[src/rtl/demux1to5_stream_pkg.sv]
// Shared constants and helpers for the 1-to-5 stream demultiplexer.
package demux1to5_stream_pkg;
    localparam int NCH       = 5;
    localparam int SEL_W     = 3;
    localparam int SEL_CODES = 1 << SEL_W;
    localparam logic [SEL_W-1:0] SEL_MAX = 3'd4;

    typedef logic [SEL_W-1:0] sel_t;

    // A select addresses a real channel only up to SEL_MAX.
    function automatic logic sel_legal(input sel_t sel);
        return sel <= SEL_MAX;
    endfunction
endpackage

[src/rtl/demux1to5_stream_if.sv]
// Input stream plus the five per-channel output streams of the demux.
interface demux1to5_stream_if
    import demux1to5_stream_pkg::*;
#(
    parameter int WIDTH = 8
);
    logic [WIDTH-1:0]     in_data;
    logic [SEL_W-1:0]     in_sel;
    logic                 in_valid;
    logic                 in_ready;
    logic [NCH*WIDTH-1:0] out_data;
    logic [NCH-1:0]       out_valid;
    logic [NCH-1:0]       out_ready;

    // Producer / consumer side.
    modport master (
        output in_data, in_sel, in_valid, out_ready,
        input  in_ready, out_data, out_valid
    );

    // Demux side.
    modport slave (
        input  in_data, in_sel, in_valid, out_ready,
        output in_ready, out_data, out_valid
    );
endinterface

[src/rtl/demux1to5_stream_demux_slot.sv]
// One-entry holding register for a single output channel. Load wins over
// drain so a drain-and-load edge keeps the slot full with the new word.
module demux_slot #(
    parameter int WIDTH = 8
) (
    input  logic             clk,
    input  logic             rst_n,
    input  logic             load,
    input  logic [WIDTH-1:0] din,
    input  logic             ready,
    output logic             valid,
    output logic [WIDTH-1:0] data,
    output logic             free
);
    // Slot can take a word if empty or being drained this edge.
    assign free = ~valid | ready;

    // Hold register; data is only rewritten on load and keeps its value when drained.
    always_ff @(posedge clk) begin
        if (!rst_n) begin
            valid <= 1'b0;
            data  <= '0;
        end else if (load) begin
            valid <= 1'b1;
            data  <= din;
        end else if (ready) begin
            valid <= 1'b0;
        end
    end
endmodule

[src/rtl/demux1to5_stream.sv]
// Registered 1-to-5 stream demultiplexer: select decode, in_ready mux,
// five holding slots and the illegal-select error/drop counter.
module demux1to5_stream
    import demux1to5_stream_pkg::*;
#(
    parameter int WIDTH      = 8,
    parameter int DROP_CNT_W = 8
) (
    input  logic                  clk,
    input  logic                  rst_n,
    demux1to5_stream_if.slave     bus,
    output logic                  err_sel,
    output logic [DROP_CNT_W-1:0] drop_cnt
);
    logic [NCH-1:0]            slot_free;
    logic [NCH-1:0]            slot_vld;
    logic [NCH-1:0]            slot_load;
    logic [NCH-1:0][WIDTH-1:0] slot_data;
    logic [SEL_CODES-1:0]      free_map;
    logic                      sel_ok;
    logic                      accept;
    logic                      drop;

    // Illegal codes map to "always free" so they are swallowed without stalling.
    assign free_map     = {{(SEL_CODES-NCH){1'b1}}, slot_free};
    assign sel_ok       = sel_legal(bus.in_sel);
    assign bus.in_ready = rst_n & free_map[bus.in_sel];
    assign accept       = bus.in_valid & bus.in_ready;
    assign drop         = accept & ~sel_ok;

    assign bus.out_valid = slot_vld;
    assign bus.out_data  = slot_data;

    for (genvar k = 0; k < NCH; k++) begin : g_ch
        assign slot_load[k] = accept & (bus.in_sel == SEL_W'(k));

        demux_slot #(.WIDTH(WIDTH)) u_slot (
            .clk   (clk),
            .rst_n (rst_n),
            .load  (slot_load[k]),
            .din   (bus.in_data),
            .ready (bus.out_ready[k]),
            .valid (slot_vld[k]),
            .data  (slot_data[k]),
            .free  (slot_free[k])
        );
    end

    // One-cycle error pulse and saturating count of dropped words.
    always_ff @(posedge clk) begin
        if (!rst_n) begin
            err_sel  <= 1'b0;
            drop_cnt <= '0;
        end else begin
            err_sel <= drop;
            if (drop && !(&drop_cnt))
                drop_cnt <= drop_cnt + DROP_CNT_W'(1);
        end
    end
endmodule

[src/flat_wrapper.sv]
// flat-port wrapper written by rule: the top's interface ports become plain ports
module demux1to5_stream_flat import demux1to5_stream_pkg::*;
#(
    parameter int WIDTH      = 8,
    parameter int DROP_CNT_W = 8
)
  (clk, rst_n, err_sel, drop_cnt, bus_in_data, bus_in_sel, bus_in_valid, bus_out_ready, bus_in_ready, bus_out_data, bus_out_valid);
  demux1to5_stream_if #(.WIDTH(WIDTH)) bus_i ();
  input  logic clk;
  input  logic rst_n;
  output logic err_sel;
  output logic [DROP_CNT_W-1:0] drop_cnt;
  input wire logic [$bits(bus_i.in_data)-1:0] bus_in_data;
  input wire logic [$bits(bus_i.in_sel)-1:0] bus_in_sel;
  input wire logic [$bits(bus_i.in_valid)-1:0] bus_in_valid;
  input wire logic [$bits(bus_i.out_ready)-1:0] bus_out_ready;
  output wire logic [$bits(bus_i.in_ready)-1:0] bus_in_ready;
  output wire logic [$bits(bus_i.out_data)-1:0] bus_out_data;
  output wire logic [$bits(bus_i.out_valid)-1:0] bus_out_valid;
  assign bus_i.in_data = bus_in_data;
  assign bus_i.in_sel = bus_in_sel;
  assign bus_i.in_valid = bus_in_valid;
  assign bus_i.out_ready = bus_out_ready;
  assign bus_in_ready = bus_i.in_ready;
  assign bus_out_data = bus_i.out_data;
  assign bus_out_valid = bus_i.out_valid;
  demux1to5_stream #(.WIDTH(WIDTH), .DROP_CNT_W(DROP_CNT_W)) u_core (.clk(clk), .rst_n(rst_n), .bus(bus_i), .err_sel(err_sel), .drop_cnt(drop_cnt));
endmodule
[config.mk]
export PLATFORM = sky130hd
export DESIGN_NAME = demux1to5_stream_flat
export DESIGN_NICKNAME = d
export VERILOG_FILES = /design/src/rtl/demux1to5_stream_pkg.sv /design/src/rtl/demux1to5_stream_if.sv /design/src/rtl/demux1to5_stream_demux_slot.sv /design/src/rtl/demux1to5_stream.sv /design/src/flat_wrapper.sv
export SDC_FILE = /design/constraint.sdc
export NUM_CORES = 1
export LEC_CHECK = 0
export BUFFER_PORTS_ARGS = -buffer_cell sky130_fd_sc_hd__buf_2
export CAP_MARGIN = 0
export CORE_ASPECT_RATIO = 1.25
export CORE_MARGIN = 2
export CORE_UTILIZATION = 40
export DETAILED_ROUTE_END_ITERATION = 16
export PLACE_DENSITY_LB_ADDON = 0.12
export SLEW_MARGIN = 20
export SYNTH_ARGS = -nofsm -noshare
export SYNTH_HDL_FRONTEND = slang
export SYNTH_SLANG_ARGS = --single-unit
[constraint.sdc]
create_clock -name clk -period 4.1 [get_ports clk]
set_input_delay 0.82 -clock clk [delete_from_list [all_inputs] [get_ports clk]]
set_output_delay 0.82 -clock clk [all_outputs]
set_load 0.005 [all_outputs]
# --- Yosys cells after proc, flatten, opt, wreduce, memory -nomap -nowiden ---
# Cells that the tools add are included.
op_classes:
  addsub: 1
  n_reduce_logical: 9
  n_mux: 12
  bitwise: 19
  n_lt_le_gt_ge: 2
  n_eq_ne: 4
ops:
  columns: ["op", "n"]
  rows:
  - ["1-bit 2-to-1 mux", 11]
  - ["2-bit nonzero test", 5]
  - ["8-bit by 1-bit adder with 8-bit output, second input constant", 1]
  - ["1-bit AND", 8]
  - ["8-bit AND reduction", 1]
  - ["3-bit by 2-bit == test with 1-bit output, second input constant", 2]
  - ["1-bit inverter", 6]
  - ["1-bit bitwise OR", 5]
  - ["3-bit by 4-bit less-than comparator with 1-bit output, second input constant", 1]
  - ["1-bit binary-select mux with 3-bit select", 1]
  - ["3-bit by 1-bit == test with 1-bit output, second input constant", 1]
  - ["3-bit == test, second input constant", 1]
  - ["3-bit less-or-equal comparator, second input constant", 1]
  - ["3-bit zero test", 1]
  - ["1-bit logical AND", 1]
  - ["1-bit zero test", 1]
totals:
  wordCells: 59
  out_inout_bits: 55
  input_bits: 19
  register_bits: 54

# --- Longest topological paths before layout ---
logic_depth:
  ltp_word: 8
  ltp_mapped: 6
  ltp_nobuf: 5

# --- Modules after synthesis ---
# From an unflattened synthesis, not the netlist that was laid out.
hier_totals:
  hier_cells: 209
  area_unflattened_um2: 2232.1
by_module_without_submodules:
  columns: ["mod", "area_each_um2", "n_inst", "cells_per_inst"]
  rows:
  - ["demux_slot", 339.1, 5, 29]
  - ["demux1to5_stream", 536.8, 1, 64]

# --- Worst setup path before layout ---
# Ideal clock, no wire load.
synth_path:
  kind: "input port to output port"
  from: "in bus_out_ready[0]"
  to: "out bus_in_ready"
  path_buffers: 0
  t_required_ps: 3280
  path_slack_ps: 1625
  path_stages: 3
  arrival_ps: 1655
  cell_sequence: "nand2b_1 > mux4_1 > o211a_1"
synth_between:
  elab_chain_len: 4
synth_rtl:
  columns: ["element", "line_no", "source"]
  rows:
  - ["from (decl)", "flat_wrapper.sv:16", "input wire logic [$bits(bus_i.out_ready)-1:0] bus_out_ready;"]
  - ["1-bit bitwise OR", "demux1to5_stream_demux_slot.sv:16", "assign free = ~valid | ready;"]
  - ["1-bit binary-select mux with 3-bit select", "demux1to5_stream.sv:27", "assign bus.in_ready = rst_n & free_map[bus.in_sel];"]
  - ["1-bit 2-to-1 mux (implied by the code)", "demux1to5_stream.sv:27", null]
  - ["1-bit AND", "demux1to5_stream.sv:27", null]
  - ["to (decl)", "flat_wrapper.sv:17", "output wire logic [$bits(bus_i.in_ready)-1:0] bus_in_ready;"]
# No other way between the ends. The select of a mux whose other input is x is not followed.

# --- Final worst setup path ---
# Ends and elaborated chain as after synthesis.

==> flow_metrics.tcl <==
set metrics [dict create \
    clock_sinks 54 \
    fill_cells 514 \
    slew_headroom_pct 49.87 \
    arrival_ns 1.90 \
    drv_slew 0 \
    synth_area_mm2 0.002275 \
    clkTransAtPathRegs_ns 0.10 \
    post_dp_cell_area_mm2 0.002648 \
    start_util_pct 41.79 \
    maxCapViolCount 0 \
    drive_above_1_share_pct 32.35 \
    setup_viol_count_final 0 \
    cts_setup_buffers 0 \
    synth_area_leaders "dfxtp_1, mux2i_1, nor2b_1" \
    grt_pass1_vias 1456 \
    cts_tree "built" \
    p_per_area_mw_per_mm2 369.2 \
    yosysMostFrequentCell "dfxtp_1" \
    leakage_nw 1.300 \
    hp-class "reg2reg" \
    fp.dieW_um 71.45 \
    area_growth_pct 22.66 \
    clock_path_buffers 2 \
    wirelength_um 4706 \
    core_mm2 0.005443 \
    portBuffers 73 \
    multi_input_area_mm2 0.001102 \
    cts_made_buffers 5 \
    layout.nets 291 \
    grt_max_degree 57 \
    use_met2_pct 22.56 \
    cts.htree.levels 2 \
    worstHoldStart "u_core.drop_cnt[6]" \
    cp_cell_sequence "buf_2 -> nand2b_1 -> mux4_1 -> o211a_1 -> buf_2" \
    ios 74 \
    seqCellArea_mm2 0.001081 \
    endpoint_kind "output pin" \
    synthCells 205 \
    antennaDiodeCount 0 \
    antenna_found_initial 0 \
    cts-root-buf "clkbuf_8" \
    crit_start "bus_out_ready[0]" \
    globalplace.congestion 0.7571 \
    drc 0 \
    cp_common_cell "buf_2" \
    rsz0062_at_grt "false" \
    syn_avg_cell_area_um2 11.10 \
    synth_common_cells "dfxtp_1, nor2b_1, mux2i_1" \
    worstMarginPinSlew_ns 0.7498 \
    die-area_mm2 0.006310 \
    place_hpwl_um 3244 \
    post_cts_resized 0 \
    synthDistinctLibCells 32 \
    finalHoldViolations 0 \
    critPathRequiredTime_ns 3.28 \
    yosys.area.top_type "dfxtp_1" \
    grt_use_met1_pct 21.36 \
    die_h_um 88.31 \
    path_max_fanout 3 \
    fin_tns_setup_ns 0 \
    finalCritPeriodShare_pct 66.37 \
    worst-setup-path-type "in2out" \
    cts_hold_buffers 0 \
    grt_pass1_wl_um 7458 \
    wl_per_cell_um 14.01 \
    max_stage_delay_ns 0.49 \
    synth-seq-cells 54 \
    rr_startpoint "u_core.drop_cnt[0]" \
    drt_iter0_drc 51 \
    ir_worst_vdd_mv 0.2034 \
    cp-start-kind "input port" \
    clk_latency_ns 0.30 \
    synth-main-ff-cell "dfxtp_1" \
    synthDominantCellAreaShare_pct 47.52 \
    async_reset_ff_share_pct 0 \
    finalCriticalPeriod_ns 2.721 \
    syn_nets 225 \
    slowest_stage "mux4_1" \
    synth_edf_count 0 \
    design_area_mm2 0.002790 \
    vias_per_cell 4.821 \
    worst_clock_skew_ns 0.007829 \
    p_total_mw 1.030 \
    ys_warn_count 0 \
    status "finished clean" \
    firstDrtPassIters 3 \
    vias 1620 \
    grt_usage_pct 15.04 \
    grt-ovfl-total 0 \
    drtAntennaViolNets 0 \
    busiest_layer "met2" \
    ys_seq_area_share_pct 47.52 \
    critPathBufInv 2 \
    grtUsageMet3_pct 3.759 \
    crit_family "multiplexers" \
    num_rows 30 \
    fmax_ghz 0.3675 \
]
==> state kept, by name, summed over array words and instances (netlist names) <==
register / flops
u_core.err_sel: 1
u_core.g_ch.u_slot.valid: 5
u_core.drop_cnt: 8
u_core.g_ch.u_slot.data: 40
==> area by class of cell <==
| type | count | share of cell area [%] |
|---|---|---|
| Clock inverter | 2 | 2.152 |
| Tap cell | 64 | 2.870 |
| Inverter | 1 | 0.1345 |
| Clock buffer | 6 | 2.960 |
| Sequential cell | 54 | 38.74 |
| Timing Repair Buffer | 75 | 13.63 |
| Multi-Input combinational cell | 134 | 39.51 |
==> layout by cell type (no fill, tap or decap), drive strengths merged <==
cell type	count
buf	75
o21a	3
a211oi	1
nor2	1
and3b	1
o211a	1
o41ai	1
xor2	4
nand3	5
bufinv	2
and2	4
and4	1
and4b	2
nand2	5
a21boi	3
a2111oi	1
nor4	1
o2111ai	1
clkbuf	6
nand4	2
mux4	1
a21oi	1
mux2i	43
nor2b	44
inv	1
nor4b	1
dfxtp	54
or4	1
and3	1
ha	1
nand2b	4
==> kinds of logic after synthesis <==
family / count (synthesis) / synth area share [%]
buf+inv: 17 / 4.290
fa+ha+maj: 1 / 0.5500
xor+xnor: 4 / 1.540
mux: 44 / 20.08
simple gates: 73 / 20.13
flops: 54 / 47.52
compound gates: 12 / 5.886
==> tightest hold or removal path, cell delays in order (launching register included) <==
cell	delay, ns
dfxtp_1	0.34
o41ai_1	0.06
a21boi_1	0.05
==> per-stage QoR <==
step | std cells | hold WS, ns | setup slack (ns) | utilization [%]
finish | 336 | 0.4862 | 1.379 | 51.26
global route | 336 | 0.5166 | 1.321 | 51.26
CTS | 336 | 0.4933 | 1.373 | 51.26
detailed placement | 328 | 0.4787 | 1.380 | 48.64
global placement | 328 | 0.4755 | 1.383 | 48.64
floorplan | 205 | 0.4699 | 1.625 | -
==> final timing paths <==
path              cells past startpoint  slack (ns)                  to
setup / recovery                      5        1.38        bus_in_ready
hold / removal                        2        0.49  u_core.drop_cnt[6]
setup reg to reg                      5        2.50  u_core.drop_cnt[5]
hold reg to reg                       2        0.49  u_core.drop_cnt[6]
==> layer usage <==
| layer | vias to the layer above | routed length (um) |
|---|---|---|
| met5 | - | 0 |
| met4 | 0 | 61 |
| met1 | 744 | 2285 |
| met3 | 5 | 299 |
| met2 | 48 | 2060 |
| li1 | 823 | - |
==> power breakdown <==
group / internal [mW] / total, mW / switching (mW)
clock network: 0.260 / 0.435 / 0.175
logic: 0.0293 / 0.0605 / 0.0312
registers: 0.531 / 0.534 / 0.00351
(Power assumes the default switching activity.)
